**src/rtl/bit_field_serializer.sv**
```systemverilog
// Captures a word through a valid/ready handshake, zero-pads it to whole fields, and
// streams the fields from a programmable start index in either order with backpressure.
module bit_field_serializer #(
  parameter int nrOfInputBits  = 8,
  parameter int nrOfOutputBits = 1,
  parameter int nrOfFields     = 8,
  parameter int nrOfselBits    = 3
) (
  input  logic                      clock,
  input  logic                      reset,
  input  logic                      flush,
  input  logic [nrOfInputBits-1:0]  dataIn,
  input  logic                      loadValid,
  output logic                      loadReady,
  input  logic                      msbFirst,
  input  logic [nrOfselBits-1:0]    startSel,
  output logic [nrOfOutputBits-1:0] dataOut,
  output logic                      outValid,
  input  logic                      outReady,
  output logic                      outLast,
  output logic [nrOfselBits-1:0]    fieldIndex,
  output logic                      busy
);

  localparam int wordBits = nrOfFields * nrOfOutputBits;

  localparam logic [0:0] IDLE  = 1'b0;
  localparam logic [0:0] SHIFT = 1'b1;

  localparam logic [nrOfselBits-1:0] lastIdx = nrOfselBits'(nrOfFields - 1);
  localparam logic [nrOfselBits-1:0] zeroIdx = nrOfselBits'(0);
  localparam logic [nrOfselBits-1:0] oneIdx  = nrOfselBits'(1);

  logic [0:0]                state_r;
  logic [wordBits-1:0]       word_r;
  logic [nrOfselBits-1:0]    idx_r;
  logic                      dir_r;

  logic                      inShift_s;
  logic                      transfer_s;
  logic                      isLast_s;
  logic                      loadReady_s;
  logic                      loadAccept_s;
  logic [nrOfselBits-1:0]    startIdx_s;
  logic [nrOfOutputBits-1:0] field_s;

  // Handshake decode; loadReady lets a new word slip in on the final transfer.
  always_comb begin
    inShift_s    = (state_r == SHIFT);
    transfer_s   = inShift_s && outReady;
    if (dir_r) begin
      isLast_s = inShift_s && (idx_r == zeroIdx);
    end else begin
      isLast_s = inShift_s && (idx_r == lastIdx);
    end
    loadReady_s  = !reset && !flush && (!inShift_s || (transfer_s && isLast_s));
    loadAccept_s = loadValid && loadReady_s;
  end

  // Out-of-range start indices clamp to the top field.
  always_comb begin
    if (startSel > lastIdx) begin
      startIdx_s = lastIdx;
    end else begin
      startIdx_s = startSel;
    end
  end

  // Field multiplexer over the padded word.
  always_comb begin
    field_s = nrOfOutputBits'(word_r >> (32'(idx_r) * nrOfOutputBits));
  end

  // State, word, direction and index registers; reset beats flush beats load beats transfer.
  always_ff @(posedge clock) begin
    if (reset) begin
      state_r <= IDLE;
      word_r  <= {wordBits{1'b0}};
      idx_r   <= zeroIdx;
      dir_r   <= 1'b0;
    end else if (flush) begin
      state_r <= IDLE;
      idx_r   <= zeroIdx;
    end else if (loadAccept_s) begin
      state_r <= SHIFT;
      word_r  <= wordBits'(dataIn);
      dir_r   <= msbFirst;
      idx_r   <= startIdx_s;
    end else if (transfer_s) begin
      if (isLast_s) begin
        state_r <= IDLE;
      end else if (dir_r) begin
        idx_r <= idx_r - oneIdx;
      end else begin
        idx_r <= idx_r + oneIdx;
      end
    end else begin
      state_r <= state_r;
    end
  end

  // dataOut is forced to zero outside SHIFT so a stale word is never visible.
  assign dataOut    = inShift_s ? field_s : {nrOfOutputBits{1'b0}};
  assign outValid   = inShift_s;
  assign busy       = inShift_s;
  assign outLast    = isLast_s;
  assign fieldIndex = idx_r;
  assign loadReady  = loadReady_s;

endmodule
```
**config.mk**
```make
export PLATFORM = sky130hd
export DESIGN_NAME = bit_field_serializer
export DESIGN_NICKNAME = d
export VERILOG_FILES = /design/src/rtl/bit_field_serializer.sv
export SDC_FILE = /design/constraint.sdc
export NUM_CORES = 1
export LEC_CHECK = 0
export BUFFER_PORTS_ARGS = -buffer_cell sky130_fd_sc_hd__buf_2
export CAP_MARGIN = 15
export CORE_MARGIN = 10
export CORE_UTILIZATION = 51
export DETAILED_ROUTE_END_ITERATION = 12
export PLACE_DENSITY_LB_ADDON = 0.15
export SETUP_SLACK_MARGIN = 0.5
export SYNTH_ARGS = -nofsm -noshare
export SYNTH_HDL_FRONTEND = slang
export SYNTH_SLANG_ARGS = --single-unit
```
**constraint.sdc**
```tcl
create_clock -name clock -period 2.2 [get_ports clock]
set_input_delay 0.55 -clock clock [delete_from_list [all_inputs] [get_ports clock]]
set_output_delay 0.55 -clock clock [all_outputs]
set_load 0.005 [all_outputs]
```
==> results.toml <==
[run_status]
outcome = "finished clean"

[global_routing]
grt_use_total_pct = 12.5
first_global_vias = 986
antenna_found_initial = 0
maximum_number_of_pins_on_one_net_before_global_route_repair = 15
grt_pass1_wl_mm = 4.35
grt.overflow.total = 0

[clocking]
cts.htree.levels = 1
cts.root.buffer_cell = "sky130_fd_sc_hd__clkbuf_4"
clock-sinks = 13
clock_tree_from_tritoncts = "done"
ctsHoldBuffers = 0
numCtsBuffers = 3
path_clk_slew_ns = 0.08
insertion_delay_ns = 0.27
maximum_number_of_buffers_from_clock_root_to_sink = 2

[worst_setup_path]
timing_worst_setup_path_type = "reg -> out"
category_of_the_worst_setup_path_capture_point = "primary output"
critPathLaunchType = "register"
cp.required_ns = 1.65
crit_arrival_ns = 1.49
timing.critical_path.fanout_max = 6

[placed_design]
port_buffers = 24
postPlaceCellArea_um2 = 1090
gpl.final_weighted_congestion = 0.733
hpwl_mm = 1.74

[sta]
final-max-slew-violation-count = 0
timing.slew.headroom_pct = 67.9
final_period_util_pct = 92.8
timing.setup.tns_ns = 0
min_period_ns = 2.04
timing.clock.skew_ns = 0.00557
worstMarginPinSlew_ns = 0.482
grt_setup_unrepaired = "yes"
finalHoldViolCount = 0
report.final.setup_viol = 0
max_freq_ghz = 0.490

[layout]
final_layout_size_suffix_gt1_share_pct = 50.0
layout.cells.most_common = "sky130_fd_sc_hd__buf_2"
final_cell_area_um2 = 1220
most-common-layout-cells = "sky130_fd_sc_hd__buf_2 (24), sky130_fd_sc_hd__buf_4 (17), sky130_fd_sc_hd__a21oi_1 (12)"
finalCoreUtilization_pct = 70.1
num-nets-final = 157
syn_to_final_growth_pct = 28.7
antenna_cells = 0
fillers = 157

[logic_synthesis]
postSynthRegisterBits = 13
cell_count_after_synthesis = 104
synthesis.area_um2 = 951
cell_types_occupying_the_most_area_after_synthesis = "sky130_fd_sc_hd__dfxtp_1 (27%), sky130_fd_sc_hd__o2111ai_1 (8.3%), sky130_fd_sc_hd__a21oi_1 (6.3%), sky130_fd_sc_hd__nand3_1 (5.8%), sky130_fd_sc_hd__buf_6 (4.7%)"
dominantRegCellSynth = "sky130_fd_sc_hd__dfxtp_1"
netlist.top_cell.by_area = "sky130_fd_sc_hd__dfxtp_1"
synth_sequential_area_ratio_pct = 27.4
yosys.area_share.adder_pct = 2.11
mean_cell_area_of_the_mapped_netlist_um2 = 9.14
number_of_flops_mapped_to_enable_cells_by_yosys = 0
synth_top_area_share_pct = 27.4
simple_gate_share_of_the_synthesized_area_pct = 21.8
yosysUniqueCellTypes = 37
ys_warn_count = 0
synth.net_count = 122
postSynth.asyncResetShare_pct = 0
dominant_combinational_cell_family_by_area_after_synthesis = "compound AO/OA/AOI/OAI gates"
post_synth_xor_area_fraction_pct = 0
synth_compound_gate_area_share_pct = 32.4
muxShareOfSynthArea_pct = 5.79

[flow_run]
max_cap_violations = 0

[hold_path]
holdCritPathClass = "reg -> reg"

[die]
die_w_um = 63.2
design.die.area_um2 = 3990
die_height_um = 63.2
core_area_um2 = 1750
row_count = 15
initial_core_util_pct = 54.5
top_level_ports = 25

[detailed_routing]
drc = 0
wire_per_inst_um = 15.4
viasPerCell = 5.91
drt.antenna.violating_nets = 0
detailroute.via_count = 964
totalWireLength_mm = 2.51
detailedRoute.firstPassIterationCount = 4
first_iter_violations = 29

[power_and_ir_drop]
cellPowerDensity_nw_per_um2 = 409
vdd_drop_max_mv = 0.268
static-leakage-power_nw = 0.461
total_power_uw = 500
logic make-up (layout without fill, tap and decap cells):
family | count (synthesis) | after routing
adders and majority gates | 1 | 1
muxes | 3 | 3
DFF | 13 | 13
buffers and inverters | 17 | 51
AOI/OAI and AO/OA | 37 | 37
and+or+nand+nor | 33 | 33
cell usage after synthesis (all sizes together) (2+ instances only):
| library cell | count |
|---|---|
| clkbuf | 4 |
| nor2 | 6 |
| a21oi | 13 |
| nand3 | 11 |
| and2 | 2 |
| inv | 6 |
| nand2 | 3 |
| o21ai | 3 |
| a2111oi | 3 |
| nor3 | 2 |
| buf | 7 |
| o21a | 2 |
| dfxtp | 13 |
| nor3b | 2 |
| o2111ai | 10 |
| mux4 | 2 |
final timing paths:
kind / from / end / slack, ns / cells past startpoint
max reg2reg: fieldIndex[0] / fieldIndex[1] / 0.25 / 7
min: word_r[5] / word_r[5] / 0.47 / 2
min reg2reg: word_r[5] / word_r[5] / 0.47 / 2
max: fieldIndex[0] / dataOut / 0.16 / 4
critical path, cell delays in order (launching register included):
cell and delay [ns]:
sky130_fd_sc_hd__dfxtp_4 0.41, sky130_fd_sc_hd__mux4_2 0.51, sky130_fd_sc_hd__mux2i_1 0.14, sky130_fd_sc_hd__nor2_1 0.05
sky130_fd_sc_hd__buf_2 0.12
state kept, by name, indices dropped and copies added (netlist names):
signal and flops:
dir_r 1, word_r 8, fieldIndex 3, busy 1
what timing repair did:
action                                  in CTS  in global routing
endpoints found under the setup margin       6                  6
buffers inserted                             8                  3
hold endpoints to repair                     0                  0
gates cloned                                 0                  0
resized for setup                           10                  2
pin swaps                                    5                  5
routing by layer:
metal  up-vias  global-route usage, %  wire [µm]  part of all wire, %
met2        22                   22.6       1310                   52
met3         2                   2.47        113                  4.5
met4         0                   3.83         17                 0.68
met1       467                   14.2       1070                   43
li1        473                      -          -                    -
met5         -                      0          0                    0
report_power, final:
part / leakage [nW] / switching, mW / internal [mW]
sequential: 0.109 / 0.00950 / 0.241
clock: 0.0150 / 0.0756 / 0.0701
combinational: 0.337 / 0.0539 / 0.0503
total: 0.461 / 0.139 / 0.361
stage by stage:
step / instances / hold WS [ns] / setup slack, ns
final: 163 / 0.471 / 0.159
after global routing: 163 / 0.499 / 0.0740
after CTS: 160 / 0.471 / 0.132
after detailed placement: 148 / 0.460 / 0.215
after global placement: 148 / 0.458 / 0.263
after floorplan: 104 / 0.445 / 0.346
area by class of cell:
| cell class | instances | area [µm²] | area share [%] |
|---|---|---|---|
| Tap cell | 25 | 31.3 | 2.56 |
| Sequential cell | 13 | 274 | 22.4 |
| Timing Repair Buffer | 41 | 248 | 20.2 |
| Multi-Input combinational cell | 74 | 618 | 50.5 |
| Clock buffer | 4 | 26.3 | 2.15 |
| Inverter | 6 | 26.3 | 2.15 |
No activity file was read; power rests on OpenSTA's default activity.
